==> config.mk <==
export PLATFORM = sky130hd
export DESIGN_NAME = regfile_wb_arbiter_flat
export DESIGN_NICKNAME = d
export VERILOG_FILES = /design/src/rtl/regfile_wb_arbiter_pkg.sv /design/src/rtl/regfile_wb_arbiter_if.sv /design/src/rtl/regfile_wb_arbiter_wb_fifo.sv /design/src/rtl/regfile_wb_arbiter.sv /design/src/flat_wrapper.sv
export SDC_FILE = /design/constraint.sdc
export NUM_CORES = 1
export LEC_CHECK = 0
export ABC_CLOCK_PERIOD_IN_PS = 2900
export CORE_MARGIN = 5
export CORE_UTILIZATION = 30
export DETAILED_ROUTE_END_ITERATION = 16
export DONT_BUFFER_PORTS = 1
export PLACE_DENSITY = 0.49
export REMOVE_ABC_BUFFERS = 1
export SETUP_SLACK_MARGIN = 0.4
export SLEW_MARGIN = 0
export SYNTH_ARGS = -nofsm -noshare
export SYNTH_HDL_FRONTEND = slang
export SYNTH_SLANG_ARGS = --single-unit
==> constraint.sdc <==
create_clock -name clk -period 2.9 [get_ports clk]
set_input_delay 0.58 -clock clk [delete_from_list [all_inputs] [get_ports clk]]
set_output_delay 0.58 -clock clk [all_outputs]
set_load 0.03 [all_outputs]
==> src/rtl/regfile_wb_arbiter_pkg.sv <==
// Shared types and helpers for the register-file write-back scheduler.
package regfile_wb_arbiter_pkg;

    localparam int unsigned RF_ADDR_W = 5;
    localparam int unsigned RF_DATA_W = 32;
    localparam int unsigned TAG_W     = 3;

    typedef struct packed {
        logic [RF_ADDR_W-1:0] regAddr;
        logic [RF_DATA_W-1:0] data;
        logic [TAG_W-1:0]     tag;
    } wb_entry_t;

    // True when tagA was issued before tagB; the tag space is twice the max outstanding count.
    function automatic logic tagOlder(input logic [TAG_W-1:0] tagA, input logic [TAG_W-1:0] tagB);
        logic [TAG_W-1:0] diff;
        diff = TAG_W'(tagB - tagA);
        return (diff != '0) && (diff <= TAG_W'(4));
    endfunction

endpackage

==> src/rtl/regfile_wb_arbiter_if.sv <==
// Request, register-file write port and decode scoreboard signals of the write-back scheduler.
interface regfile_wb_arbiter_if
    import regfile_wb_arbiter_pkg::*;
#(
    parameter int unsigned DATA_W = RF_DATA_W,
    parameter int unsigned ADDR_W = RF_ADDR_W
);
    logic              src0_valid;
    logic              src0_ready;
    logic [ADDR_W-1:0] src0_reg;
    logic [DATA_W-1:0] src0_data;
    logic              src1_valid;
    logic              src1_ready;
    logic [ADDR_W-1:0] src1_reg;
    logic [DATA_W-1:0] src1_data;
    logic              regWrite;
    logic [ADDR_W-1:0] writeReg;
    logic [DATA_W-1:0] writeData;
    logic [ADDR_W-1:0] rs;
    logic [ADDR_W-1:0] rt;
    logic              rs_busy;
    logic              rt_busy;
    logic              idle;

    modport slave (
        input  src0_valid, src0_reg, src0_data,
        input  src1_valid, src1_reg, src1_data,
        input  rs, rt,
        output src0_ready, src1_ready,
        output regWrite, writeReg, writeData,
        output rs_busy, rt_busy, idle
    );

    modport master (
        output src0_valid, src0_reg, src0_data,
        output src1_valid, src1_reg, src1_data,
        output rs, rt,
        input  src0_ready, src1_ready,
        input  regWrite, writeReg, writeData,
        input  rs_busy, rt_busy, idle
    );
endinterface

==> src/rtl/regfile_wb_arbiter_wb_fifo.sv <==
// Per-source write-back FIFO; exposes every slot's address/valid so decode can see pending writes.
module wb_fifo
    import regfile_wb_arbiter_pkg::*;
#(
    parameter int unsigned DEPTH = 2
) (
    input  logic                            clk,
    input  logic                            rst,
    input  logic                            pushValid,
    input  wb_entry_t                       pushEntry,
    input  logic                            pop,
    output wb_entry_t                       head,
    output logic                            headValid,
    output logic                            full,
    output logic [DEPTH-1:0][RF_ADDR_W-1:0] entryAddr,
    output logic [DEPTH-1:0]                entryValid
);
    localparam int unsigned PTR_W = (DEPTH > 1) ? $clog2(DEPTH) : 1;

    wb_entry_t        mem [DEPTH];
    logic [PTR_W:0]   wrPtr;
    logic [PTR_W:0]   rdPtr;
    logic [PTR_W:0]   count;
    logic             push;
    logic             doPop;

    // Extra MSB distinguishes full from empty when the low bits match.
    assign full      = (wrPtr[PTR_W] != rdPtr[PTR_W]) && (wrPtr[PTR_W-1:0] == rdPtr[PTR_W-1:0]);
    assign headValid = (wrPtr != rdPtr);
    assign push      = pushValid && !full;
    assign doPop     = pop && headValid;
    assign head      = mem[rdPtr[PTR_W-1:0]];
    assign count     = wrPtr - rdPtr;

    always_ff @(posedge clk or negedge rst) begin
        if (!rst) begin
            wrPtr <= '0;
            rdPtr <= '0;
        end else begin
            if (push) wrPtr <= wrPtr + (PTR_W+1)'(1);
            if (doPop) rdPtr <= rdPtr + (PTR_W+1)'(1);
        end
    end

    always_ff @(posedge clk) begin
        if (push) mem[wrPtr[PTR_W-1:0]] <= pushEntry;
    end

    // A slot is live when its distance from the read pointer is below the occupancy.
    always_comb begin
        logic [PTR_W-1:0] offset;
        offset     = '0;
        entryAddr  = '0;
        entryValid = '0;
        for (int i = 0; i < int'(DEPTH); i++) begin
            offset        = PTR_W'(PTR_W'(i) - rdPtr[PTR_W-1:0]);
            entryValid[i] = ((PTR_W+1)'(offset) < count);
            entryAddr[i]  = mem[i].regAddr;
        end
    end

endmodule

==> src/rtl/regfile_wb_arbiter.sv <==
// Shares the register-file write port between ALU and load write-back with age-aware round-robin
// arbitration, and reports in-flight writes to decode.
module regfile_wb_arbiter
    import regfile_wb_arbiter_pkg::*;
#(
    parameter int unsigned DATA_W = RF_DATA_W,
    parameter int unsigned ADDR_W = RF_ADDR_W,
    parameter int unsigned DEPTH  = 2
) (
    input  logic                clk,
    input  logic                rst,
    regfile_wb_arbiter_if.slave bus
);
    wb_entry_t                       pushEntry0;
    wb_entry_t                       pushEntry1;
    wb_entry_t                       head0;
    wb_entry_t                       head1;
    wb_entry_t                       grantEntry;
    logic                            headValid0;
    logic                            headValid1;
    logic                            full0;
    logic                            full1;
    logic                            accept0;
    logic                            accept1;
    logic                            pop0;
    logic                            pop1;
    logic                            anyPop;
    logic                            grant1;
    logic                            rrPtr;
    logic [TAG_W-1:0]                tagCnt;
    logic [DEPTH-1:0][RF_ADDR_W-1:0] addrs0;
    logic [DEPTH-1:0][RF_ADDR_W-1:0] addrs1;
    logic [DEPTH-1:0]                valids0;
    logic [DEPTH-1:0]                valids1;
    logic                            rsHit;
    logic                            rtHit;

    assign accept0        = bus.src0_valid && !full0;
    assign accept1        = bus.src1_valid && !full1;
    assign bus.src0_ready = !full0;
    assign bus.src1_ready = !full1;

    // src0 takes the older tag when both sources are accepted together.
    always_comb begin
        pushEntry0 = '{regAddr: RF_ADDR_W'(bus.src0_reg), data: RF_DATA_W'(bus.src0_data), tag: tagCnt};
        pushEntry1 = '{regAddr: RF_ADDR_W'(bus.src1_reg), data: RF_DATA_W'(bus.src1_data),
                       tag: accept0 ? TAG_W'(tagCnt + TAG_W'(1)) : tagCnt};
    end

    wb_fifo #(.DEPTH(DEPTH)) u_fifo0 (
        .clk        (clk),
        .rst        (rst),
        .pushValid  (bus.src0_valid),
        .pushEntry  (pushEntry0),
        .pop        (pop0),
        .head       (head0),
        .headValid  (headValid0),
        .full       (full0),
        .entryAddr  (addrs0),
        .entryValid (valids0)
    );

    wb_fifo #(.DEPTH(DEPTH)) u_fifo1 (
        .clk        (clk),
        .rst        (rst),
        .pushValid  (bus.src1_valid),
        .pushEntry  (pushEntry1),
        .pop        (pop1),
        .head       (head1),
        .headValid  (headValid1),
        .full       (full1),
        .entryAddr  (addrs1),
        .entryValid (valids1)
    );

    // Same-register heads must commit in issue order; otherwise alternate.
    always_comb begin
        grant1 = 1'b0;
        if (headValid0 && headValid1) begin
            if (head0.regAddr == head1.regAddr) grant1 = tagOlder(head1.tag, head0.tag);
            else                                grant1 = rrPtr;
        end else begin
            grant1 = headValid1;
        end
        anyPop     = headValid0 || headValid1;
        pop0       = anyPop && !grant1;
        pop1       = anyPop && grant1;
        grantEntry = grant1 ? head1 : head0;
    end

    always_ff @(posedge clk or negedge rst) begin
        if (!rst) begin
            tagCnt        <= '0;
            rrPtr         <= 1'b0;
            bus.regWrite  <= 1'b0;
            bus.writeReg  <= '0;
            bus.writeData <= '0;
        end else begin
            tagCnt        <= TAG_W'(tagCnt + TAG_W'(accept0) + TAG_W'(accept1));
            if (anyPop) rrPtr <= !grant1;
            bus.regWrite  <= anyPop;
            bus.writeReg  <= anyPop ? ADDR_W'(grantEntry.regAddr) : '0;
            bus.writeData <= anyPop ? DATA_W'(grantEntry.data) : '0;
        end
    end

    // Pending writes live either in a FIFO slot or in the output stage.
    always_comb begin
        rsHit = bus.regWrite && (bus.writeReg == bus.rs);
        rtHit = bus.regWrite && (bus.writeReg == bus.rt);
        for (int i = 0; i < int'(DEPTH); i++) begin
            rsHit = rsHit || (valids0[i] && (addrs0[i] == RF_ADDR_W'(bus.rs)))
                          || (valids1[i] && (addrs1[i] == RF_ADDR_W'(bus.rs)));
            rtHit = rtHit || (valids0[i] && (addrs0[i] == RF_ADDR_W'(bus.rt)))
                          || (valids1[i] && (addrs1[i] == RF_ADDR_W'(bus.rt)));
        end
    end

    assign bus.rs_busy = rsHit;
    assign bus.rt_busy = rtHit;
    assign bus.idle    = !headValid0 && !headValid1 && !bus.regWrite;

endmodule

==> src/flat_wrapper.sv <==
// flat-port wrapper written by rule: the top's interface ports become plain ports
module regfile_wb_arbiter_flat import regfile_wb_arbiter_pkg::*;
#(
    parameter int unsigned DATA_W = RF_DATA_W,
    parameter int unsigned ADDR_W = RF_ADDR_W,
    parameter int unsigned DEPTH  = 2
)
  (clk, rst, bus_src0_valid, bus_src0_reg, bus_src0_data, bus_src1_valid, bus_src1_reg, bus_src1_data, bus_rs, bus_rt, bus_src0_ready, bus_src1_ready, bus_regWrite, bus_writeReg, bus_writeData, bus_rs_busy, bus_rt_busy, bus_idle);
  regfile_wb_arbiter_if #(.DATA_W(DATA_W), .ADDR_W(ADDR_W)) bus_i ();
  input  logic clk;
  input  logic rst;
  input wire logic [$bits(bus_i.src0_valid)-1:0] bus_src0_valid;
  input wire logic [$bits(bus_i.src0_reg)-1:0] bus_src0_reg;
  input wire logic [$bits(bus_i.src0_data)-1:0] bus_src0_data;
  input wire logic [$bits(bus_i.src1_valid)-1:0] bus_src1_valid;
  input wire logic [$bits(bus_i.src1_reg)-1:0] bus_src1_reg;
  input wire logic [$bits(bus_i.src1_data)-1:0] bus_src1_data;
  input wire logic [$bits(bus_i.rs)-1:0] bus_rs;
  input wire logic [$bits(bus_i.rt)-1:0] bus_rt;
  output wire logic [$bits(bus_i.src0_ready)-1:0] bus_src0_ready;
  output wire logic [$bits(bus_i.src1_ready)-1:0] bus_src1_ready;
  output wire logic [$bits(bus_i.regWrite)-1:0] bus_regWrite;
  output wire logic [$bits(bus_i.writeReg)-1:0] bus_writeReg;
  output wire logic [$bits(bus_i.writeData)-1:0] bus_writeData;
  output wire logic [$bits(bus_i.rs_busy)-1:0] bus_rs_busy;
  output wire logic [$bits(bus_i.rt_busy)-1:0] bus_rt_busy;
  output wire logic [$bits(bus_i.idle)-1:0] bus_idle;
  assign bus_i.src0_valid = bus_src0_valid;
  assign bus_i.src0_reg = bus_src0_reg;
  assign bus_i.src0_data = bus_src0_data;
  assign bus_i.src1_valid = bus_src1_valid;
  assign bus_i.src1_reg = bus_src1_reg;
  assign bus_i.src1_data = bus_src1_data;
  assign bus_i.rs = bus_rs;
  assign bus_i.rt = bus_rt;
  assign bus_src0_ready = bus_i.src0_ready;
  assign bus_src1_ready = bus_i.src1_ready;
  assign bus_regWrite = bus_i.regWrite;
  assign bus_writeReg = bus_i.writeReg;
  assign bus_writeData = bus_i.writeData;
  assign bus_rs_busy = bus_i.rs_busy;
  assign bus_rt_busy = bus_i.rt_busy;
  assign bus_idle = bus_i.idle;
  regfile_wb_arbiter #(.DATA_W(DATA_W), .ADDR_W(ADDR_W), .DEPTH(DEPTH)) u_core (.clk(clk), .rst(rst), .bus(bus_i));
endmodule
==> impl_metrics.ini, run 1 <==
[run_status]
status = finished clean

[synth]
synth_area_leaders = edfxtp_1, dfrtp_1, mux2i_1
synth.avg_cell_area_um2 = 16.49
synth_cell_type_count = 35
syn_inst = 510
ys_seq_area_frac = 0.7202
syn_area_um2 = 8408
synth_top_area_cell = edfxtp_1
yosysWarningCount = 0
yosysTopAreaCellShare = 0.5714
ys_ff_latch = 210

[sta]
slew_viol_final = 0
layout_setup_ws_ns = 0.2725
setup_viol = 0
rsz0062_at_grt = yes
fin_crit_ns = 2.628
maxSlewHeadroom = 0.5704
hold_viol = 0
max_freq_mhz = 380.6
fin_crit_sh = 0.9060
fin_skew_ns = 0.01153
hold-worst-slack_ns = 0.1745
worstMarginPinSlew_ns = 0.6444

[die]
die_y_um = 177.4
io-pin-count = 131
die_area_um2 = 31470
rows = 61
die_w_um = 177.4
initial_core_util = 0.3035
coreArea_um2 = 27710

[min_path]
whs_path_depth = 0
hp-class = in -> reg
hp-start = bus_src0_data[4]
whs_endpoint = u_core.u_fifo0.mem[0][7]

[drt]
wl_per_cell_um = 22.80
met1_length_um = 8504
route.met3.wl_um = 2150
drtAntennaViolNets = 0
drcViolationCount = 0
first_iter_violations = 173
vias = 4457
viasPerCell = 4.633
top_layer_used = met4
drt-pass1-iter-count = 4
met2WireLength_um = 10960
wl_um = 21940

[layout]
fin_nets = 667
fillers = 2542
drive_gt1_frac = 0.3236
diodes = 0
syn2layout_area_growth_pct = 30.06

[setup_path]
crit_path_start_kind = flip-flop
cp-end-kind = flip-flop
worstPathCellList = buf_6 > mux2_4 > ha_4 > and3b_2 > o21ai_2 > nand3_1 > and4_4 > o31ai_4 > buf_4 > buf_6 > buf_16 > o22ai_2
required_ns = 3.27
critPathMaxStageDelay_ns = 0.42
crit_top_cell = buf_6
regToRegEndpoint = u_core.bus.writeData[7]
path_max_fanout = 5
worst-path-buf-inv = 4
r2r_cells = 12
crit_start = u_core.u_fifo1.rdPtr[0]
rrSetupSlack_ns = 0.27
worstPathArrival_ns = 3.00
reg2reg_from = u_core.u_fifo1.rdPtr[0]
critical_path_class = reg -> reg
critical-path-top-delay-family = buffers and inverters
slowest_stage = dfrtp_2

[flow_run]
maxCapViolations = 0

[clocking]
cts_tree = built
htreeDepth = 1
cts_num_sinks = 210
clock_latency_ns = 0.50
cts_buffers = 22
cts_root_buffer = clkbuf_16
clk_pin_slew_worst_paths_ns = 0.06
clock_tree.buffer_depth = 3

[placement]
hpwl_um = 12690
portBuffers = 0
dp_slack_ns = 0.3113
gp_congestion = 0.7532

[global_routing]
antenna_found_initial = 0
grt_pass1_wl_um = 31870
first_global_vias = 4985
grtUsageTotal = 0.1365
grt_overflow = 0
grt_max_degree = 51
==> Yosys cell counts <==
library cell	n
a21boi_0	1
a21oi_1	1
a31oi_1	2
and2_1	3
and3b_1	1
and4_1	2
buf_1	3
buf_2	5
buf_4	4
buf_6	3
clkbuf_1	13
dfrtp_1	50
edfxtp_1	160
fa_1	1
ha_1	10
inv_1	9
mux2_2	3
mux2i_1	77
mux2i_2	1
nand2_1	11
nand2b_1	2
nand3_1	3
nand4_1	8
nor2_1	9
nor3_1	10
nor3_2	1
nor4_1	2
o21a_1	1
o21ai_0	3
o22ai_1	37
o311a_1	1
o311ai_0	1
o31ai_2	2
xnor2_1	44
xor2_1	26
==> sequential cells by signal (all words and copies together) (netlist names), 2 cells and up <==
register,cells
u_core.u_fifo0.mem,80
u_core.u_fifo1.mem,80
u_core.bus.writeData,32
u_core.bus.writeReg,5
u_core.tagCnt,3
u_core.u_fifo0.rdPtr,2
u_core.u_fifo0.wrPtr,2
u_core.u_fifo1.rdPtr,2
u_core.u_fifo1.wrPtr,2
==> layer usage <==
metal	vias to the layer above	global-route usage
met5	-	0
met4	0	0.02933
met3	24	0.06008
met2	118	0.2337
met1	2283	0.1594
li1	2032	-
==> worst register-to-register path: cells and delay by family, from the launching register on <==
family          cells  cell delay, ns
fa+ha+maj           1            0.25
mux                 1            0.30
buf+inv             4            0.55
compound gates      3            0.49
flops               1            0.42
simple gates        3            0.49
==> cells in the final DEF (no fill, tap or decap), types with 3 or more instances in the layout <==
cell       instances
dfrtp_1           45
nor2_4             7
ha_1               4
mux2i_1           68
clkbuf_8           3
buf_12            11
o22ai_2           29
o22ai_1            3
mux2i_2            7
clkbuf_1           6
dfrtp_2            5
xnor2_1           42
nor3_2             7
clkinv_2           6
edfxtp_1         160
nand2_1            8
o22ai_4            5
clkbuf_16         24
nand2_2            3
nand4_1            8
xor2_1            26
inv_1              5
nor3_1             4
buf_6             10
buf_16            13
ha_4               5
mux2i_4            3
buf_4             25
==> kinds of logic after synthesis <==
logic type	synth area share
AO/OA/AOI/OAI	0.03839
AND/OR/NAND/NOR	0.03214
multiplexers	0.09732
XOR/XNOR	0.07292
buffers and inverters	0.02173
flip-flops	0.7202
adder cells (fa/ha/maj)	0.01726
==> how the worst max path moves through the flow <==
stage	end	cells after the start
2_1_floorplan	u_core.u_fifo0.mem[1][0]	4
3_3_place_gp	u_core.bus.writeReg[4]	10
3_5_place_dp	u_core.bus.writeData[2]	10
4_1_cts	bus_rs_busy	8
5_1_grt	u_core.bus.writeData[23]	12
6_report	u_core.bus.writeData[7]	12
==> repair_timing <==
action | CTS | global route
endpoints found under the setup margin | 42 | 43
gates resized for setup | 85 | 49
hold endpoints to repair | 50 | 0
buffers inserted | 22 | 8
cloned | 12 | 1
hold buffers | 2 | 0
pin swaps | 19 | 25
==> per-stage QoR <==
stage	utilization	setup TNS [ns]	instance area, um^2	instances
6_report	0.3947	0	10940	962
5_1_grt	0.3947	0	10940	962
4_1_cts	0.3819	0	10580	953
3_5_place_dp	0.3234	0	8960	877
3_3_place_gp	0.3234	0	8960	877
2_1_floorplan	-	-361.07	8259	482
==> layout make-up <==
class	instances	area [um^2]	share of cell area
clock buffers	32	639.4	0.05847
clock inverters	8	90.09	0.008238
inverters	9	38.79	0.003547
multi-input cells	263	2704	0.2473
flip-flops and latches	210	6062	0.5543
well taps	378	473.0	0.04325
repair buffers	62	928.4	0.08490
Power of run 1 is left out: the tool's default activity adds up to more than one toggle a clock period on the data nets, which glitch-free logic cannot reach.
==> inputs of run 2 (changes only) <==
--- a/config.mk
+++ b/config.mk
@@ -6,6 +6,7 @@
 export NUM_CORES = 1
 export LEC_CHECK = 0
 export ABC_CLOCK_PERIOD_IN_PS = 2900
+export CORE_ASPECT_RATIO = 0.8
 export CORE_MARGIN = 5
 export CORE_UTILIZATION = 30
 export DETAILED_ROUTE_END_ITERATION = 16
==> run 2 against run 1 <==
Effect of this change: count of clock-buffer cells in the layout unchanged; register-to-register slack gained 0.02 ns; critical path depth shrank 4; wire length down 3.5%; non-clock buffer count decreased by 10; hold slack worse by 0.038 ns; core utilization fell by 1.4 points; critical endpoint is now bus_rt_busy.
==> impl_metrics.ini, run 2 (synthesized netlist as in run 1, its figures left out) <==
[pwr]
pwr-share-seq = 0.365
clkPwrFrac = 0.181
swShare = 0.3845
powerDensity_nw_per_um2 = 1475
power_leakage_nw = 3.832
p_switching_mw = 5.929
p_comb_frac = 0.454
peakVddDrop_uv = 693.3
intPower_mw = 9.492

[sta]
slew_viol_final = 0
maxSlewHeadroom = 0.6196
fin_crit_ns = 2.654
setup_viol = 0
rsz0062_at_grt = yes
fin_crit_sh = 0.9152
max_freq_mhz = 376.8
fin_skew_ns = 0.02390
hold_viol = 0
worstMarginPinSlew_ns = 0.5706

[drt]
drtAntennaViolNets = 0
vias = 4439
wl_um = 21170
viasPerCell = 4.712
wl_per_cell_um = 22.47
drt-pass1-iter-count = 4
first_iter_violations = 160
drcViolationCount = 0

[layout]
fin_area_um2 = 10450
diodes = 0
mostFrequentLayoutCells = edfxtp_1, mux2i_1, dfrtp_1
fin_util = 0.3811
fin_nets = 659
syn2layout_area_growth_pct = 24.33
mostFrequentLayoutCell = edfxtp_1
drive_gt1_frac = 0.2578
fin_cells = 942

[global_routing]
first_global_vias = 4711
grt_max_degree = 51
grtUsageTotal = 0.1287
grt_overflow = 0
grt_pass1_wl_um = 30590
antenna_found_initial = 0

[setup_path]
worst-path-buf-inv = 2
cp-end-kind = output pin
critical-path-top-delay-family = simple AND/OR/NAND/NOR gates
crit_start = u_core.u_fifo1.rdPtr[0]
critPathMaxStageDelay_ns = 0.42
worstPathArrival_ns = 2.07
worstPathCellList = buf_8 > ha_4 > inv_2 > ha_4 > nor2_4 > nor3_2 > nor3_2 > nand2_2
r2r_cells = 12
slowest_stage = dfrtp_2
crit_path_start_kind = flip-flop
regToRegEndpoint = u_core.bus.writeReg[0]
rrSetupSlack_ns = 0.29
reg2reg_from = u_core.u_fifo0.rdPtr[0]
required_ns = 2.32
path_max_fanout = 4
critical_path_class = reg -> out

[clocking]
htreeDepth = 1
clock_tree.buffer_depth = 3
cts_tree = built
cts_root_buffer = clkbuf_16
clk_pin_slew_worst_paths_ns = 0.06
clock_latency_ns = 0.53
cts_num_sinks = 210
cts_buffers = 24

[min_path]
hp-start = bus_src1_data[2]
whs_path_depth = 0
hp-class = in -> reg
whs_endpoint = u_core.u_fifo1.mem[0][5]

[placement]
portBuffers = 0
place_inst = 868
placed_area_um2 = 8980
hpwl_um = 13510
gp_congestion = 0.8506

[die]
rows = 54
coreArea_um2 = 27430
initial_core_util = 0.3065
die_w_um = 197.2
die_y_um = 159.7
io-pin-count = 131
die_area_um2 = 31500

[flow_run]
maxCapViolations = 0

[run_status]
status = finished clean
[run 2: changes by cell type in the layout (fill, tap and decap cells not counted), moves of 5 or more]
cell      previous run  this run
o22ai_4              5         0
o22ai_1              3        19
buf_16              13         3
buf_12              11         6
clkinv_1             0         5
o22ai_2             29        18
mux2i_1             68        74
[run 2: metal layers]
metal  vias up  routed length (um)  part of all wire  GRT usage
met4         0                 380             0.018    0.02520
li1       2011                   -                 -          -
met5         -                   0                 0          0
met3        35                2395              0.11    0.06341
met1      2247                8962              0.42     0.1679
met2       146                9427              0.45     0.1963
[run 2: worst max-delay path by stage]
| stage | cells after the start | slack, ns | end |
|---|---|---|---|
| 2_1_floorplan | 4 | -1.83 | u_core.u_fifo0.mem[1][0] |
| 3_3_place_gp | 8 | 0.35 | bus_rt_busy |
| 3_5_place_dp | 9 | 0.30 | u_core.bus.writeData[18] |
| 4_1_cts | 8 | 0.23 | bus_rt_busy |
| 5_1_grt | 8 | 0.18 | bus_rt_busy |
| 6_report | 8 | 0.25 | bus_rt_busy |
[run 2: what timing repair did]
action,CTS,global route
cloned,3,4
pin swaps,12,15
endpoints found under the setup margin,42,45
buffers inserted,16,5
gates resized for setup,41,54
hold buffers,2,0
endpoints found under the hold margin,50,0
[run 2: per-stage QoR]
stage	worst slack, ns	total power [mW]	hold slack, ns	setup TNS [ns]
after floorplan	-1.833	8.521	0.2844	-361.07
after global placement	0.3478	10.34	0.2891	0
after detailed placement	0.2984	10.47	0.2891	0
after CTS	0.2348	14.40	0.1158	0
after global routing	0.1764	16.22	0.1070	0
final	0.2458	15.42	0.1364	0
[run 2: worst reg2reg max path: stages (launching register included)]
cell and delay (ns):
dfrtp_2 0.42, buf_4 0.14, buf_6 0.12, mux2_4 0.31, ha_4 0.16, and3b_2 0.25, o21a_1 0.13, o21ai_1 0.06
and4_4 0.19, o31ai_4 0.31, buf_6 0.19, buf_12 0.13, o22ai_1 0.07
[run 2: power groups by stage]
stage | clock network (mW) | registers [mW] | logic (mW)
finish | 2.79 | 5.63 | 7.00
global route | 3.00 | 5.74 | 7.48
CTS | 2.87 | 5.64 | 5.89
detailed placement | 0 | 5.69 | 4.77
global placement | 0 | 5.68 | 4.65
floorplan | 0 | 5.72 | 2.80
[run 2: layout make-up]
| type | count | area [um^2] |
|---|---|---|
| Fill cell | 2597 | 16980 |
| Sequential cell | 210 | 6061 |
| Multi-Input combinational cell | 263 | 2515 |
| Clock buffer | 32 | 650.6 |
| Timing Repair Buffer | 52 | 648.1 |
| Tap cell | 364 | 455.4 |
| Clock inverter | 12 | 90.09 |
| Inverter | 9 | 33.78 |
No activity file was read; power rests on OpenSTA's default activity.
